===== src/rtl/spi_txn_sequencer_pkg.sv =====
// Shared types and constants for the SPI transaction sequencer.
// State encoding, dummy byte and read-length clamp used by the sequencer and arbiter.
package spi_txn_sequencer_pkg;

  typedef enum logic [2:0] {
    StIdle  = 3'd0,
    StSetup = 3'd1,
    StXfer  = 3'd2,
    StGapW  = 3'd3,
    StDone  = 3'd4
  } seq_state_e;

  localparam logic [7:0] DummyByte = 8'h00;
  localparam logic [2:0] MaxRdLen  = 3'd4;
  localparam int unsigned TmoW     = 10;

  // Lengths 5..7 collapse to the 4-byte result word.
  function automatic logic [2:0] clamp_rd_len(input logic [2:0] len);
    return (len > MaxRdLen) ? MaxRdLen : len;
  endfunction

endpackage


===== src/rtl/spi_txn_sequencer_rr_arbiter.sv =====
// Combinational round-robin arbiter: picks the lowest requester at or after last_grant+1.
// The sequencer registers the resulting grant.
module spi_txn_sequencer_rr_arbiter
  import spi_txn_sequencer_pkg::*;
#(
  parameter int unsigned NDEV = 2,
  parameter int unsigned IW   = (NDEV > 1) ? $clog2(NDEV) : 1
) (
  input  logic [NDEV-1:0] i_req,
  input  logic [IW-1:0]   i_last_grant,
  output logic [NDEV-1:0] o_grant,
  output logic [IW-1:0]   o_idx,
  output logic            o_valid
);

  logic [IW-1:0] w_cand;

  always_comb begin
    o_grant = '0;
    o_idx   = '0;
    o_valid = 1'b0;
    w_cand  = '0;
    // Scan starts one past the last grant and wraps; last_grant itself is tried last.
    for (int k = 1; k <= int'(NDEV); k++) begin
      w_cand = IW'((int'(i_last_grant) + k) % int'(NDEV));
      if (!o_valid && i_req[w_cand]) begin
        o_valid         = 1'b1;
        o_grant[w_cand] = 1'b1;
        o_idx           = w_cand;
      end
    end
  end

endmodule


===== src/rtl/spi_txn_sequencer.sv =====
// Round-robin register-read sequencer in front of a byte-level SPI master:
// command byte, rd_len dummy bytes, returned bytes packed little-endian into rdata.
module spi_txn_sequencer
  import spi_txn_sequencer_pkg::*;
#(
  parameter int unsigned NDEV     = 2,
  parameter int unsigned CS_SETUP = 4,
  parameter int unsigned GAP      = 2,
  parameter int unsigned TIMEOUT  = 1023
) (
  input  logic              clk,
  input  logic              rst,
  input  logic [NDEV-1:0]   i_req,
  input  logic [8*NDEV-1:0] i_cmd,
  input  logic [3*NDEV-1:0] i_rd_len,
  output logic [NDEV-1:0]   o_ack,
  output logic              o_err,
  output logic [31:0]       o_rdata,
  output logic [NDEV-1:0]   o_cs_n,
  output logic              o_spi_start,
  output logic [7:0]        o_spi_data_in,
  output logic              o_spi_ss,
  input  logic              i_spi_new_data,
  input  logic [7:0]        i_spi_data_out
);

  localparam int unsigned IW     = (NDEV > 1) ? $clog2(NDEV) : 1;
  localparam int unsigned CntMax = (CS_SETUP > GAP) ? CS_SETUP : GAP;
  localparam int unsigned CntW   = $clog2(CntMax + 1);

  seq_state_e      r_state, w_state_nxt;
  logic [IW-1:0]   r_idx, w_idx_nxt;
  logic [NDEV-1:0] r_gnt, w_gnt_nxt;
  logic [IW-1:0]   r_last, w_last_nxt;
  logic [7:0]      r_cmd, w_cmd_nxt;
  logic [2:0]      r_len, w_len_nxt;
  logic [2:0]      r_byte, w_byte_nxt;
  logic [31:0]     r_res, w_res_nxt;
  logic [CntW-1:0] r_cnt, w_cnt_nxt;
  logic [TmoW-1:0] r_tmo, w_tmo_nxt;
  logic [NDEV-1:0] r_cs_n, w_cs_n_nxt;
  logic            r_ss, w_ss_nxt;
  logic            r_start, w_start_nxt;
  logic [7:0]      r_data_in, w_data_in_nxt;
  logic [NDEV-1:0] r_ack, w_ack_nxt;
  logic            r_err, w_err_nxt;
  logic [31:0]     r_rdata, w_rdata_nxt;

  logic [NDEV-1:0] w_arb_grant;
  logic [IW-1:0]   w_arb_idx;
  logic            w_arb_valid;
  logic [7:0]      w_cmd_sel;
  logic [2:0]      w_len_sel;
  logic [31:0]     w_res_upd;
  logic            w_finish;
  logic            w_timeout;

  spi_txn_sequencer_rr_arbiter #(
    .NDEV (NDEV),
    .IW   (IW)
  ) u_arb (
    .i_req        (i_req),
    .i_last_grant (r_last),
    .o_grant      (w_arb_grant),
    .o_idx        (w_arb_idx),
    .o_valid      (w_arb_valid)
  );

  always_comb begin
    w_cmd_sel = '0;
    w_len_sel = '0;
    for (int i = 0; i < int'(NDEV); i++) begin
      if (w_arb_grant[i]) begin
        w_cmd_sel = i_cmd[8*i +: 8];
        w_len_sel = i_rd_len[3*i +: 3];
      end
    end
  end

  // Byte 0 is the command slot; its returned byte is discarded.
  always_comb begin
    w_res_upd = r_res;
    case (r_byte)
      3'd1:    w_res_upd[7:0]   = i_spi_data_out;
      3'd2:    w_res_upd[15:8]  = i_spi_data_out;
      3'd3:    w_res_upd[23:16] = i_spi_data_out;
      3'd4:    w_res_upd[31:24] = i_spi_data_out;
      default: ;
    endcase
  end

  always_comb begin
    w_state_nxt   = r_state;
    w_idx_nxt     = r_idx;
    w_gnt_nxt     = r_gnt;
    w_last_nxt    = r_last;
    w_cmd_nxt     = r_cmd;
    w_len_nxt     = r_len;
    w_byte_nxt    = r_byte;
    w_res_nxt     = r_res;
    w_cnt_nxt     = r_cnt;
    w_tmo_nxt     = r_tmo;
    w_cs_n_nxt    = r_cs_n;
    w_ss_nxt      = r_ss;
    w_start_nxt   = r_start;
    w_data_in_nxt = r_data_in;
    w_ack_nxt     = '0;
    w_err_nxt     = r_err;
    w_rdata_nxt   = r_rdata;
    w_finish      = 1'b0;
    w_timeout     = 1'b0;

    unique case (r_state)
      StIdle: begin
        if (w_arb_valid) begin
          w_state_nxt = StSetup;
          w_idx_nxt   = w_arb_idx;
          w_gnt_nxt   = w_arb_grant;
          w_cmd_nxt   = w_cmd_sel;
          w_len_nxt   = clamp_rd_len(w_len_sel);
          w_byte_nxt  = '0;
          w_res_nxt   = '0;
          w_cnt_nxt   = CntW'(CS_SETUP);
          w_cs_n_nxt  = ~w_arb_grant;
          w_ss_nxt    = 1'b0;
        end
      end

      StSetup: begin
        if (r_cnt <= CntW'(1)) begin
          w_state_nxt   = StXfer;
          w_start_nxt   = 1'b1;
          w_data_in_nxt = r_cmd;
          w_tmo_nxt     = '0;
        end else begin
          w_cnt_nxt = r_cnt - CntW'(1);
        end
      end

      StXfer: begin
        if (i_spi_new_data) begin
          w_res_nxt  = w_res_upd;
          w_byte_nxt = r_byte + 3'd1;
          // Total bytes on the wire is rd_len + 1 (command plus reads).
          if (r_byte == r_len) begin
            w_finish = 1'b1;
          end else begin
            w_state_nxt = StGapW;
            w_start_nxt = 1'b0;
            w_cnt_nxt   = CntW'(GAP);
          end
        end else if (r_tmo == TmoW'(TIMEOUT)) begin
          w_finish  = 1'b1;
          w_timeout = 1'b1;
        end else begin
          w_tmo_nxt = r_tmo + TmoW'(1);
        end

        if (w_finish) begin
          w_state_nxt = StDone;
          w_start_nxt = 1'b0;
          w_cs_n_nxt  = '1;
          w_ss_nxt    = 1'b1;
          w_ack_nxt   = r_gnt;
          w_err_nxt   = w_timeout;
          w_rdata_nxt = w_res_nxt;
        end
      end

      StGapW: begin
        if (r_cnt <= CntW'(1)) begin
          w_state_nxt   = StXfer;
          w_start_nxt   = 1'b1;
          w_data_in_nxt = DummyByte;
          w_tmo_nxt     = '0;
        end else begin
          w_cnt_nxt = r_cnt - CntW'(1);
        end
      end

      StDone: begin
        w_state_nxt = StIdle;
        w_last_nxt  = r_idx;
      end

      default: begin
        w_state_nxt = StIdle;
      end
    endcase
  end

  always_ff @(posedge clk or negedge rst) begin
    if (!rst) begin
      r_state   <= StIdle;
      r_idx     <= '0;
      r_gnt     <= '0;
      r_last    <= IW'(NDEV - 1);
      r_cmd     <= '0;
      r_len     <= '0;
      r_byte    <= '0;
      r_res     <= '0;
      r_cnt     <= '0;
      r_tmo     <= '0;
      r_cs_n    <= '1;
      r_ss      <= 1'b1;
      r_start   <= 1'b0;
      r_data_in <= '0;
      r_ack     <= '0;
      r_err     <= 1'b0;
      r_rdata   <= '0;
    end else begin
      r_state   <= w_state_nxt;
      r_idx     <= w_idx_nxt;
      r_gnt     <= w_gnt_nxt;
      r_last    <= w_last_nxt;
      r_cmd     <= w_cmd_nxt;
      r_len     <= w_len_nxt;
      r_byte    <= w_byte_nxt;
      r_res     <= w_res_nxt;
      r_cnt     <= w_cnt_nxt;
      r_tmo     <= w_tmo_nxt;
      r_cs_n    <= w_cs_n_nxt;
      r_ss      <= w_ss_nxt;
      r_start   <= w_start_nxt;
      r_data_in <= w_data_in_nxt;
      r_ack     <= w_ack_nxt;
      r_err     <= w_err_nxt;
      r_rdata   <= w_rdata_nxt;
    end
  end

  // Masking start in the new_data cycle keeps the master from re-arming as it returns idle.
  assign o_spi_start   = r_start & ~i_spi_new_data;
  assign o_spi_data_in = r_data_in;
  assign o_spi_ss      = r_ss;
  assign o_cs_n        = r_cs_n;
  assign o_ack         = r_ack;
  assign o_err         = r_err;
  assign o_rdata       = r_rdata;

endmodule


===== config.mk =====
export PLATFORM = sky130hd
export DESIGN_NAME = spi_txn_sequencer
export DESIGN_NICKNAME = d
export VERILOG_FILES = /design/src/rtl/spi_txn_sequencer_pkg.sv /design/src/rtl/spi_txn_sequencer_rr_arbiter.sv /design/src/rtl/spi_txn_sequencer.sv
export SDC_FILE = /design/constraint.sdc
export NUM_CORES = 1
export LEC_CHECK = 0
export ABC_CLOCK_PERIOD_IN_PS = 2350
export CAP_MARGIN = 20
export CORE_MARGIN = 2
export CORE_UTILIZATION = 54
export DETAILED_ROUTE_END_ITERATION = 12
export HOLD_SLACK_MARGIN = 0.12
export MAX_ROUTING_LAYER = met4
export PLACE_DENSITY_LB_ADDON = 0.12
export REMOVE_ABC_BUFFERS = 1
export SYNTH_ARGS = -nofsm -noshare
export SYNTH_HDL_FRONTEND = slang
export SYNTH_SLANG_ARGS = --single-unit

===== constraint.sdc =====
create_clock -name clk -period 2.35 [get_ports clk]
set_clock_uncertainty 0.1 [all_clocks]
set_input_delay 0.47 -clock clk [delete_from_list [all_inputs] [get_ports clk]]
set_output_delay 0.47 -clock clk [all_outputs]
set_load 0.01 [all_outputs]

# ---- Word level (Yosys, flattened, before mapping)
# Index checks and enable logic that the tools add are counted.
dict set report op_classes {
  add_sub_neg 5
  n_mul 0
  div_mod_pow 0
  n_lt_le_gt_ge 6
  eq_ne 22
  shifts 0
  mux 65
  bitwise_logic 4
  n_reduce_logical 20
}
# operator count
set ops {}
lappend ops {{32-bit two-way mux} 2}
lappend ops {{8-bit two-way mux} 8}
lappend ops {{32-bit one-hot mux with 2 select lines} 1}
lappend ops {{3-bit two-way mux} 14}
lappend ops {{10-bit two-way mux} 3}
lappend ops {{1-bit two-way mux} 21}
lappend ops {{10-bit one-hot mux with 2 select lines} 1}
lappend ops {{3-bit one-hot mux with 3 select lines} 2}
lappend ops {{2-bit != test, second input constant} 8}
lappend ops {{8-bit one-hot mux with 2 select lines} 1}
lappend ops {{3-bit by 2-bit == test with 1-bit output, second input constant} 4}
lappend ops {{2-bit two-way mux} 6}
lappend ops {{4-bit AND reduction} 3}
lappend ops {{10-bit by 1-bit adder with 10-bit output, second input constant} 1}
lappend ops {{10-bit == test, second input constant} 1}
lappend ops {{3-bit AND reduction} 3}
lappend ops {{3-bit by 1-bit == test with 1-bit output, second input constant} 2}
lappend ops {{3-bit == test, second input constant} 2}
lappend ops {{3-bit != test, second input constant} 2}
lappend ops {{3-bit one-hot mux with 2 select lines} 1}
lappend ops {{2-bit AND reduction} 3}
lappend ops {{2-bit nonzero test} 3}
lappend ops {{5-bit AND reduction} 1}
lappend ops {{1-bit by 2-bit < comparator with 1-bit output, second input constant} 2}
lappend ops {{20 further kinds} 27}
dict set report totals {
  regBits 113
  latchBits 0
  mem_bits_rw 0
  rom_bits 0
  inputBits 35
  out_inout_bits 47
  word_cells 139
  memories 0
}

# ---- Logic depth before layout (Yosys ltp)
dict set report depth {
  ltp_word 12
  depth_mapped 7
  ltp_nobuf 6
}

# ---- Modules after synthesis
# A second synthesis with hierarchy kept.
dict set report hier_totals {
  hier_cells 438
  area_unflattened_um2 5228.8
}
# mod instances cells_per_inst area_each_um2 seq_area_each_um2
set modules_own_cells {}
lappend modules_own_cells {spi_txn_sequencer 1 433 5196.2 2832.7}
lappend modules_own_cells {spi_txn_sequencer_rr_arbiter 1 5 32.5 0.0}

# ---- Worst setup path after synthesis
# OpenSTA, ideal clock, no wires.
dict set report synth_timing {
  kind {register to register}
  from {register r_tmo[0]}
  to {register r_rdata[10] (netlist: o_rdata[10])}
  setup_time_ps 125
  arrival_time_ps 1825
  required_ps 2125
  path_slack_ps 300
  stages_incl_launch_ff 7
  path_buffers 1
  synth_period_minus_slack_ps 2050
  path_cell_list {dfrtp_1 ha_1 and3_1 nand4b_1 a21oi_4 buf_4 mux2_2}
}
dict set report synth_between {
  elab_chain_len 5
}
# item line_no
set synth_lines {}
lappend synth_lines {{start: declaration} spi_txn_sequencer.sv:40} ;# logic [TmoW-1:0] r_tmo, w_tmo_nxt;
lappend synth_lines {{start signal: assignment} spi_txn_sequencer.sv:221} ;# r_tmo <= w_tmo_nxt;
lappend synth_lines {{10-bit == test} spi_txn_sequencer.sv:152} ;# end else if (r_tmo == TmoW'(TIMEOUT)) begin
lappend synth_lines {{1-bit two-way mux} spi_txn_sequencer.sv:152}
lappend synth_lines {{1-bit two-way mux} spi_txn_sequencer.sv:141} ;# if (i_spi_new_data) begin
lappend synth_lines {{1-bit two-way mux} spi_txn_sequencer.sv:113} ;# unique case (r_state)
lappend synth_lines {{2-bit AND reduction (no source line)} -}
lappend synth_lines {{end signal: assignment} spi_txn_sequencer.sv:228} ;# r_rdata <= w_rdata_nxt;
lappend synth_lines {{end: declaration} spi_txn_sequencer.sv:47} ;# logic [31:0] r_rdata, w_rdata_nxt;
# Every way passes these cells. The select of a mux whose other input is x is not followed.
# A chain may end at the register's enable or synchronous reset.

# ---- Final worst setup path
dict set report layout_timing {
  from {register r_tmo[0]}
  to {register r_rdata[0] (netlist: o_rdata[0])}
}
# The elaborated chain is that of the path after synthesis.

==> flow_summary.toml <==
[critical_path]
cp_cell_sequence = "ha_1 -> and3_1 -> nand4b_1 -> a21oi_4 -> buf_12 -> mux2_2"
data_required_time_of_the_critical_path_ns = 2.64
cp_num_buf_inv = 1
cp_top_family = "flip-flops"
worst-endpoint-arrival_ns = 2.51
criticalPathCategory = "register to register"
cp_max_fo = 34
critPathLaunchType = "register"
worst_path_max_delay_cell = "sky130_fd_sc_hd__dfrtp_1"
setup.worst_path.end_class = "register"
regToRegSetupSlack_ns = 0.13
crit_path_max_incr_delay_ns = 0.45

[floorplan]
design.die.area_mm2 = 0.0104
die_h_um = 102
start_util_pct = 56.0
num_io_pins = 82
die_width_um = 102
core_area_mm2 = 0.00928
rows = 35

[clocking]
clk_latency_worst_skew_pair_ns = 0.51
cts_tree = "done"
clkSlewWorstSetupHoldPaths_ns = 0.06
cts_htree_levels = 4
cts_num_sinks = 113
tritoncts_buffer_count = 17
cts_buffer_depth = 2
cts_root_buf = "sky130_fd_sc_hd__clkbuf_8"

[global_route]
pin_count_of_the_biggest_net_entering_global_routing = 45
grt_util_met1_pct = 31.6
groute.usage.overall_pct = 25.1
wire_length_of_the_first_global_routing_pass_um = 19300
grt-ovfl-total = 0
grt_pass1_vias = 3918
number_of_antenna_violations_at_the_first_check_in_global_routing = 0
grtUsageMet3_pct = 4.31
gr_layer_usage_met2_pct = 41.3
grt_busiest_layer = "met2"

[sta]
post-route-worst-setup-slack_ns = 0.125
rsz0062_at_grt = "false"
hold_slack_ns = 0.376
final_min_period_over_clock_period_pct = 94.7
hold_viol_final = 0
fin_tns_setup_ns = 0
post-route-min-period_ns = 2.22
timing_max_transition_violations_final = 0
maxClockFrequency_ghz = 0.449
timing.slew.headroom_pct = 52.0
worst_margin_slew_ns = 0.715
report.final.setup_viol = 0

[routing]
total_wire_length_um = 11800
dr_total_vias = 3851
wire_per_inst_um = 17.3
antenna_left = 0
vias_per_cell = 5.64
post_route_drc = 0
detail_route.first_pass.iterations = 4
drtIter0Drc = 144

[synthesis]
ys_dominant_reg_cell = "sky130_fd_sc_hd__dfrtp_1"
syn_area_mm2 = 0.00520
synth_cells = 430
yosysSeqAreaShare_pct = 54.5
ys_top_cells_by_area = "sky130_fd_sc_hd__dfrtp_1 (52%), sky130_fd_sc_hd__mux2_2 (15%), sky130_fd_sc_hd__a22o_1 (5.4%)"
synth_cell_types = 51
synthArstFlopShare_pct = 100
yosysMostFrequentCell = "sky130_fd_sc_hd__dfrtp_1"
ys_seq_elements = 113
synth_commonest_cells = "sky130_fd_sc_hd__dfrtp_1 (109), sky130_fd_sc_hd__mux2_2 (67), sky130_fd_sc_hd__a22o_1 (32)"
postSynthAreaPerCell_um2 = 12.1
synthDominantCellAreaShare_pct = 52.5
netlist.top_cell.by_area = "sky130_fd_sc_hd__dfrtp_1"
synth.yosys.warnings = 0
synth_edf_count = 0

[placement]
hpwlAfterDp_um = 7630
place_ws_ns = -0.0708
place_inst = 650
placement.cell_area_mm2 = 0.00635
port_buffers = 81
place_congestion = 0.813

[finish]
finish.net_count = 584
layout-drive-gt1-share_pct = 25.8
final_cells = 683
post-route-cell-area_mm2 = 0.00692
finalCoreUtilization_pct = 74.6
antenna-diode-count = 0
area_delta_synth_final_pct = 33.1

[power]
power.ir.vdd_worst_mv = 0.794
power.total_mw = 8.07
power_leakage_nw = 3.12
power.combinational.fraction_pct = 32.9
p_int_mw = 5.47
power-per-cell-area_mw_per_mm2 = 1170
clock_power_share_pct = 29.7
sw_frac_of_total_pct = 32.2
pwr-share-seq_pct = 37.5
switching_power_mw = 2.60

[worst_hold_path]
min_path_type = "register to register"

[status]
run_status = "completed"

[job]
drv.max_cap_violation_count = 0
-- layer usage --
metal	vias to the layer above	routed length, um
met1	1920	5080
met2	98	6050
li1	1815	-
met5	-	0
met3	18	504
met4	0	185
-- final timing paths --
check	from	endpoint	cells after the start
max	r_tmo[0]	o_rdata[0]	6
min	r_gnt[0]	o_ack[0]	1
max reg2reg	r_tmo[0]	o_rdata[0]	6
min reg2reg	r_gnt[0]	o_ack[0]	1
max in group asynchronous	rst	o_cs_n[1]	3
min in group asynchronous	rst	o_spi_data_in[0]	2
-- layout make-up --
type                       instances  area, um^2
sequential                       113        2830
fill                             648        2360
multi-input combinational        289        2250
timing repair buffer             113        1090
clock buffer                      18         428
tap                              129         161
clock inverter                    14         134
inverter                           7        26.3
-- layout by cell type, fill, tap and decap left out, types with 5 or more instances in the layout --
master and n:
sky130_fd_sc_hd__a21oi_1 10, sky130_fd_sc_hd__a221oi_1 8, sky130_fd_sc_hd__a22o_1 32, sky130_fd_sc_hd__buf_4 29
sky130_fd_sc_hd__clkbuf_16 16, sky130_fd_sc_hd__clkdlybuf4s50_1 79, sky130_fd_sc_hd__clkinv_4 5, sky130_fd_sc_hd__clkinvlp_4 5
sky130_fd_sc_hd__dfrtp_1 109, sky130_fd_sc_hd__ha_1 8, sky130_fd_sc_hd__inv_1 7, sky130_fd_sc_hd__mux2_2 67
sky130_fd_sc_hd__nand2_1 31, sky130_fd_sc_hd__nand2b_1 11, sky130_fd_sc_hd__nand3_1 8, sky130_fd_sc_hd__nor2_1 25
sky130_fd_sc_hd__o21ai_0 19, sky130_fd_sc_hd__o31ai_1 8, sky130_fd_sc_hd__or4_1 7
-- sequential cells by signal, indices dropped and copies added, names as in the netlist --
register	flops
r_cmd	8
r_state	3
o_rdata	32
o_spi_ss	1
r_byte	3
r_gnt	2
o_cs_n	2
o_ack	2
r_idx	1
r_res	32
o_err	1
r_tmo	10
r_cnt	3
o_spi_data_in	8
r_len	3
r_last	1
r_start	1
-- cell families (layout without fill, tap and decap cells) --
family          Yosys count  after routing  synth area share (%)
xor+xnor                  3              3                 0.505
fa+ha+maj                 8              8                  1.93
compound gates           98             98                  14.1
buf+inv                  28            152                  2.45
mux                      70             70                  15.1
flops                   113            113                  54.5
simple gates            110            110                  11.4
-- power groups by stage --
stage                     Sequential [mW]  Clock [mW]  Combinational (mW)
after floorplan                      3.09           0                1.40
after global routing                 3.10        2.51                2.93
final                                3.02        2.39                2.65
after global placement               3.01           0                2.56
after CTS                            3.02        2.42                2.68
after detailed placement             3.03           0                2.65
-- repair_timing --
item / CTS / global route
hold endpoints to repair: 39 / 0
resized for setup: 0 / 1
buffers inserted: 0 / 0
hold buffers: 1 / 0
endpoints found under the setup margin: 0 / 1
Note: power is estimated with default switching activity, not from simulation.
